### config.mk
export PLATFORM = sky130hd
export DESIGN_NAME = imem_loader
export DESIGN_NICKNAME = d
export VERILOG_FILES = /design/src/rtl/imem_loader.sv
export SDC_FILE = /design/constraint.sdc
export NUM_CORES = 1
export LEC_CHECK = 0
export CAP_MARGIN = 0
export CORE_UTILIZATION = 51
export DETAILED_ROUTE_END_ITERATION = 12
export PLACE_DENSITY = 0.77
export SYNTH_ARGS = -nofsm -noshare
export SYNTH_HDL_FRONTEND = slang
export SYNTH_SLANG_ARGS = --single-unit
### constraint.sdc
create_clock -name clk -period 2.4 [get_ports clk]
set_clock_uncertainty 0.1 [all_clocks]
set_input_delay 0.72 -clock clk [delete_from_list [all_inputs] [get_ports clk]]
set_output_delay 0.72 -clock clk [all_outputs]
set_load 0.01 [all_outputs]
### src/rtl/imem_loader.sv
// ============================================================================
// imem_loader: framed byte stream -> little-endian 32-bit I-MEM writes, with
// checksum verification and core-reset gating.   Rev 1.0
// ============================================================================
`default_nettype none

module imem_loader #(
    parameter int unsigned DEPTH     = 256,
    parameter logic [31:0] BASE_ADDR = 32'h0,
    parameter int unsigned ADDR_STEP = 4,
    parameter int unsigned TIMEOUT   = 100000
) (
    input  logic        clk,
    input  logic        rst_n,
    input  logic        start,
    input  logic [7:0]  rx_data,
    input  logic        rx_valid,
    output logic        rx_ready,
    output logic        mem_we,
    output logic [31:0] mem_addr,
    output logic [31:0] mem_wdata,
    output logic        core_rst_n,
    output logic        busy,
    output logic        done,
    output logic        error,
    output logic [15:0] word_count
);

    typedef enum logic [2:0] {
        S_IDLE = 3'd0,
        S_LEN0 = 3'd1,
        S_LEN1 = 3'd2,
        S_DATA = 3'd3,
        S_CSUM = 3'd4,
        S_DONE = 3'd5,
        S_ERR  = 3'd6
    } state_t;

    localparam int          TW       = (TIMEOUT > 1) ? $clog2(TIMEOUT) : 1;
    localparam logic [TW-1:0] TMO_LAST = TW'(TIMEOUT - 1);
    localparam logic [31:0] STEP     = ADDR_STEP[31:0];

    state_t        state;
    logic [7:0]    len_lo;
    logic [15:0]   n_len;
    logic [1:0]    byte_idx;
    logic [23:0]   shift_word;
    logic [7:0]    csum;
    logic [TW-1:0] tmo_cnt;

    logic        accept;
    logic [15:0] len_full;
    assign accept   = rx_valid && rx_ready;
    assign len_full = {rx_data, len_lo};

    always_ff @(posedge clk or negedge rst_n) begin
        if (!rst_n) begin
            state      <= S_IDLE;
            rx_ready   <= 1'b0;
            mem_we     <= 1'b0;
            mem_addr   <= BASE_ADDR;
            mem_wdata  <= 32'h0;
            core_rst_n <= 1'b1;
            busy       <= 1'b0;
            done       <= 1'b0;
            error      <= 1'b0;
            word_count <= 16'h0;
            len_lo     <= 8'h0;
            n_len      <= 16'h0;
            byte_idx   <= 2'd0;
            shift_word <= 24'h0;
            csum       <= 8'h0;
            tmo_cnt    <= '0;
        end else if (busy && !accept && tmo_cnt == TMO_LAST) begin
            // Link went silent mid-frame; a coincident start is deliberately lost.
            state      <= S_ERR;
            error      <= 1'b1;
            busy       <= 1'b0;
            core_rst_n <= 1'b0;
            rx_ready   <= 1'b0;
            mem_we     <= 1'b0;
        end else begin
            if (accept)
                tmo_cnt <= '0;
            else if (busy)
                tmo_cnt <= tmo_cnt + 1'b1;

            case (state)
                S_IDLE, S_DONE, S_ERR: begin
                    if (start) begin
                        state      <= S_LEN0;
                        busy       <= 1'b1;
                        core_rst_n <= 1'b0;
                        rx_ready   <= 1'b1;
                        done       <= 1'b0;
                        error      <= 1'b0;
                        word_count <= 16'h0;
                        byte_idx   <= 2'd0;
                        csum       <= 8'h0;
                        mem_addr   <= BASE_ADDR;
                        tmo_cnt    <= '0;
                    end
                end
                S_LEN0: begin
                    if (accept) begin
                        len_lo <= rx_data;
                        state  <= S_LEN1;
                    end
                end
                S_LEN1: begin
                    if (accept) begin
                        n_len <= len_full;
                        if (len_full == 16'h0) begin
                            state <= S_CSUM;
                        end else if (32'(len_full) > DEPTH) begin
                            state      <= S_ERR;
                            error      <= 1'b1;
                            busy       <= 1'b0;
                            rx_ready   <= 1'b0;
                        end else begin
                            state <= S_DATA;
                        end
                    end
                end
                S_DATA: begin
                    if (mem_we) begin
                        // Strobe cycle: advance address/count and reopen the link.
                        mem_we     <= 1'b0;
                        mem_addr   <= mem_addr + STEP;
                        word_count <= word_count + 16'd1;
                        rx_ready   <= 1'b1;
                        if (word_count + 16'd1 == n_len)
                            state <= S_CSUM;
                    end else if (accept) begin
                        csum     <= csum ^ rx_data;
                        byte_idx <= byte_idx + 2'd1;
                        if (byte_idx == 2'd3) begin
                            mem_wdata <= {rx_data, shift_word};
                            mem_we    <= 1'b1;
                            rx_ready  <= 1'b0;
                        end else begin
                            shift_word[{byte_idx, 3'b000} +: 8] <= rx_data;
                        end
                    end
                end
                S_CSUM: begin
                    if (accept) begin
                        busy     <= 1'b0;
                        rx_ready <= 1'b0;
                        if (csum == rx_data) begin
                            state      <= S_DONE;
                            done       <= 1'b1;
                            core_rst_n <= 1'b1;
                        end else begin
                            state <= S_ERR;
                            error <= 1'b1;
                        end
                    end
                end
                default: state <= S_IDLE;
            endcase
        end
    end

endmodule

`default_nettype wire
## After elaboration in Yosys (flattened, before gate mapping)

Cells that the tools add are included.
W data, S select, Z words.

- Add/subtract/negate cells: 5
- Order comparisons: 1
- Equal/unequal tests: 28
- Shift operators: 2
- Mux-type cells: 59
- Bitwise logic cells: 4
- Reduce and logical (&&, ||, !) cells: 25

Operators by type and width:

| kind | number |
|---|---|
| $mux W17 | 4 |
| $mux W32 | 2 |
| $pmux W32 S2 | 1 |
| $add A32 B3 Y32 const B | 1 |
| $mux W16 | 2 |
| $pmux W16 S2 | 1 |
| $ne A3 B3 Y1 const B | 10 |
| $mux W3 | 9 |
| $mux W1 | 25 |
| $bwmux W24 | 1 |
| $mux W8 | 3 |
| $shift A8 B7 Y24 const A | 1 |
| $shiftx A8 B7 Y24 | 1 |
| $reduce_and A5 Y1 | 4 |
| $add A17 B1 Y17 const B | 1 |
| $eq A17 B17 Y1 const B | 1 |
| $add A16 B1 Y16 const B | 1 |
| $eq A16 B16 Y1 | 1 |
| $gt A16 B9 Y1 const B | 1 |
| $logic_not A16 Y1 | 1 |
| $pmux W8 S2 | 1 |
| $pmux W3 S5 | 1 |
| $ne A2 B2 Y1 const B | 6 |
| $reduce_and A6 Y1 | 2 |
| 27 further kinds | 43 |

- Bits in registers: 164
- Bits of input ports: 12
- Output and inout port bits: 86
- Word-level logic and storage cells: 140

## Depth between registers and ports, before layout

- Depth after elaboration: 6
- Gate-level depth with buffers: 9
- Gate-level depth less buffers: 7

## Worst setup path after synthesis

Ideal clock, no wire load.

- Path kind: input -> register
- Start: input port rx_data[4]
- End: register state[1]
- Setup time: 0.126 ns
- Arrival: 2.314 ns
- Required time: 2.174 ns
- Path slack: -0.140 ns
- Stages: 6
- Buffers on the path: 1
- Cell sequence: clkbuf_1 > or4_1 > o41ai_1 > a21oi_1 > or3_1 > o32a_1

- Word-level cells in the longest chain between the ends: 5
- Elaborated cells between the ends (all ways): 8
- Those cells by class: eq/ne: 1; mux: 6; reduce/logical: 1

Ends and longest elaborated chain:

| element | line | source |
|---|---|---|
| start: declaration | 16 | `input logic [7:0] rx_data,` |
| $eq A8 B8 Y1 or $logic_not A16 Y1 (tied branches) | 150, 113 |  |
| $mux W2 or $mux W3 (tied branches) | 150, 113 |  |
| $mux W3, on equally long branches | 147, 111 |  |
| $pmux W3 S5 (*) | 88 | `case (state)` |
| $mux W3 (*) | 74 | `end else if (busy && !accept && tmo_cnt == TMO_LAST) begin` |
| end signal: assignment | 76 | `state <= S_ERR;` |
| end signal: assignment | 91 | `state <= S_LEN0;` |
| end signal: assignment | 151 | `state <= S_DONE;` |
| end: declaration | 43 | `state_t state;` |

Every way passes the cells marked *; elsewhere a longest branch is shown, timed or not. The select of a mux whose other input is x is not followed.
A chain may end at the register's enable or synchronous reset.

## Final worst setup path

- Start: register word_count[0]
- End: register state[0]

- Word-level cells in the longest chain between the ends: 4

Ends and longest elaborated chain:

| element | line | source |
|---|---|---|
| start: declaration | 26 | `output logic [15:0] word_count` |
| start signal: assignment | 130 | `word_count <= word_count + 16'd1;` |
| $add A16 B1 Y16 | 132 | `if (word_count + 16'd1 == n_len)` |
| $eq A16 B16 Y1 | 132 |  |
| $ne A3 B3 Y1 (no line) | -- |  |
| $reduce_and A6 Y1 (no line) | -- |  |
| end signal: assignment | 133 | `state <= S_CSUM;` |
| end signal: assignment | 151 |  |
| end signal: assignment | 155 | `state <= S_ERR;` |

Every way passes these cells.

==> summary.txt <==
Logic synthesis
  – Ys async rst share: 1.00
  – Post-synth top area share: 0.498
  – Cells after Synth: 816
  – Post-Syn Area: 8090 um^2
  – Yosys warns: 0
  – Largest cells by area after synthesis: dfrtp_1 (50%), mux2_2 (7.8%), o21ai_0 (5.3%)
  – Post-synth cell types: 65
  – Post-synth top flop: dfrtp_1
  – Yosys reg bits: 162
  – Seq/Total Area, Yosys: 0.501
  – EDFF count, synth: 0
  – Synthesized area per cell: 9.92 um^2
  – Synth area leader: dfrtp_1

Global route
  – Largest net degree at the start of global routing: 54
  – GRT overflow: 0
  – Vias in the first global route: 6,582
  – First-pass GRT wire length: 33.2 mm
  – Initial antenna violation count: 0
  – Tot GR Track Use: 0.259

Setup path
  – Worst path cell trace: ha_4, or3b_4, a211oi_2, nor3_2, a2111oi_4, a311oi_2, a311o_1
  – Bufs and invs on worst path: 0
  – Req. time, crit path: 2.60 ns
  – Largest stage delay, worst path: 0.40 ns
  – Max FO, Critical Path: 8
  – Critical path arrival: 2.58 ns
  – Critical path type: reg2reg
  – Crit path capture type: flop
  – Slowest library cell on the worst path: dfrtp_2
  – R2r endpoint: state[0]
  – Reg-to-reg critical path startpoint: word_count[0]
  – R2r setup slk: 0.03 ns
  – Crit start category: flop
  – Crit-path leading delay family: compound AO/OA/AOI/OAI gates
  – Reg2reg path depth: 7

Pwr
  – Sw Pwr: 3170 uW
  – Combinational power share: 0.336
  – Clock power frac: 0.279
  – VDD IR max: 0.740 mV
  – Tot Pwr: 9520 uW
  – Static Leak: 0.00457 uW
  – Register share of total power: 0.385
  – Net Sw Frac: 0.333
  – Internal cell power: 6350 uW
  – Pwr per Cell Area: 896 nW/um^2

Drt
  – # DRC: 0
  – Total wire length: 20.0 mm
  – Iter 0 DRT Violations: 483
  – Pre-antenna DRT Iters: 5
  – Average wire per standard cell: 16.6 um
  – Detail Route Antenna Nets: 0
  – Vias: 6,714
  – Vias per cell: 5.59

Floorplanning
  – Ports: 98
  – CORE AREA: 15,400 um^2
  – Die width: 128 um
  – Die height: 128 um
  – Initial Util: 0.526
  – Full die area: 16,400 um^2
  – FP Rows: 45

Place
  – I/O Buffers: 95
  – Post-DP Area: 9950 um^2
  – Inst Count DP: 1,168
  – Pre-CTS WS: -0.494 ns
  – DP HPWL: 14.0 mm
  – Final GP Congestion: 0.898

Status
  – Status: finished clean

Clock network
  – CTS Sinks: 162
  – CTS tree: done
  – Clk root buf: clkbuf_16
  – Num CTS Buffers: 17
  – H-Tree Level Count: 4
  – Later-pin clock latency in the skew report: 0.43 ns
  – Clock slew at reported path FFs: 0.06 ns
  – Bufs on Longest Clock Path: 2

Timing
  – Final min period: 2.37 ns
  – Worst slew margin: 0.634
  – Tcrit/Tclk final: 0.988
  – Max-slew violations: 0
  – Final setup margin: 0.0280 ns
  – Upper clock frequency limit: 422 MHz
  – RSZ-0062 raised after global routing: yes
  – Tightest Pin Transition: 0.547 ns
  – Final setup viols: 0
  – Final Hold Fails: 0

Cells and area
  – N_diodes: 0
  – Post-route cell area: 10,600 um^2
  – Register area: 4060 um^2
  – Layout cells sized above 1: 0.223
  – Fillers: 1,150
  – Fin cells: 1,201
  – Nets@finish: 999
  – Multi-input logic area: 3880 um^2
  – Layout Area Growth over Synthesis: 31.3%

Worst hold path
  – Worst hold path type: in2async

Run
  – MaxCap Viol Count: 0
-- worst max-delay path by stage --
stage               slack (ns)  endpoint           from  cells past startpoint
floorplan              0.00004  state[1]     rx_data[4]                      6
global placement         -0.44  state[1]     rx_data[3]                      6
detailed placement       -0.49  state[1]       rx_valid                      7
CTS                      0.002  state[1]     rx_data[1]                      8
global route             -0.06  state[0]  word_count[0]                      7
finish                    0.03  state[0]  word_count[0]                      7
-- Yosys cell counts, types with 9 or more instances --
master / count
dfrtp_1: 161
inv_1: 22
nor2_1: 68
mux2_2: 56
or3_1: 9
nand3_1: 22
nor4_1: 18
xor2_1: 26
nand4_1: 13
xnor2_1: 45
nand2_1: 102
o21ai_0: 85
a21oi_1: 14
clkbuf_1: 31
nor3_1: 15
-- through the flow --
step	utilization	hold slack (ns)	setup TNS (ns)
finish	0.691	0.0609	0
CTS	0.685	0.0544	0
floorplan	-	0.324	0
global route	0.691	0.0625	-0.133
detailed placement	0.647	0.371	-20.86
global placement	0.647	0.359	-18.72
-- power by group through the flow --
stage          logic (uW)  registers [uW]  clock network [uW]
2_1_floorplan        1840            3590                   0
3_3_place_gp         3000            3670                   0
3_5_place_dp         3090            3690                   0
4_1_cts              3150            3660                2700
5_1_grt              3490            3720                2810
6_report             3200            3670                2650
-- logic make-up (layout without fill, tap and decap cells) --
kind of cell,after synthesis,in the layout,synth area share
simple gates,296,296,0.179
mux,58,58,0.0804
other cells,1,2,0.000463
compound gates,150,150,0.114
flops,162,162,0.501
xor+xnor,71,71,0.0768
fa+ha+maj,8,8,0.0124
buf+inv,70,243,0.0356
-- metal layers --
metal / vias to the layer above / GRT usage / part of all wire
met5: - / 0 / 0
met4: 0 / 0.0740 / 0.017
met3: 28 / 0.0509 / 0.048
met2: 186 / 0.410 / 0.47
met1: 3310 / 0.362 / 0.47
li1: 3190 / - / -
-- repair_timing --
item	4_1_cts	5_1_grt
setup buffers	0	3
hold buffers	0	0
pin swaps	1	8
setup endpoints to repair	4	15
gates resized for setup	9	19
-- cell usage in the layout (no fill, tap or decap), types with 4 or more instances in the layout --
| master | synthesis | final |
|---|---|---|
| o211ai_1 | 6 | 6 |
| a31oi_1 | 8 | 8 |
| nand2b_1 | 4 | 4 |
| nand3_1 | 22 | 20 |
| nor3_1 | 15 | 14 |
| dlygate4sd2_1 | 0 | 4 |
| and4_1 | 7 | 6 |
| buf_4 | 4 | 89 |
| mux2_2 | 56 | 56 |
| clkbuf_16 | 0 | 17 |
| and2_1 | 5 | 5 |
| xnor2_1 | 45 | 45 |
| ha_1 | 8 | 7 |
| or3_1 | 9 | 8 |
| nand2_1 | 102 | 102 |
| dfrtp_2 | 0 | 5 |
| and3_1 | 6 | 6 |
| inv_1 | 22 | 22 |
| nor2_1 | 68 | 64 |
| xor2_1 | 26 | 26 |
| dfrtp_1 | 161 | 156 |
| o31ai_1 | 8 | 8 |
| o21ai_0 | 85 | 83 |
| a21oi_1 | 14 | 14 |
| clkinvlp_4 | 0 | 4 |
| nor4_1 | 18 | 15 |
| nand4_1 | 13 | 13 |
| buf_12 | 0 | 7 |
| clkdlybuf4s50_1 | 0 | 88 |
-- registers in the layout, indices dropped and copies added (netlist names), 8 cells and up --
register and count:
csum 8, len_lo 8, mem_addr 30, mem_wdata 32
n_len 16, shift_word 24, tmo_cnt 17, word_count 16
-- cell type report --
| class | instances | area share |
|---|---|---|
| sequential | 162 | 0.382 |
| timing repair buffer | 191 | 0.166 |
| clock buffer | 19 | 0.0417 |
| multi-input combinational | 585 | 0.366 |
| clock inverter | 11 | 0.0122 |
| tap | 211 | 0.0248 |
| inverter | 22 | 0.00777 |
Power figures use the tool's default switching activity.
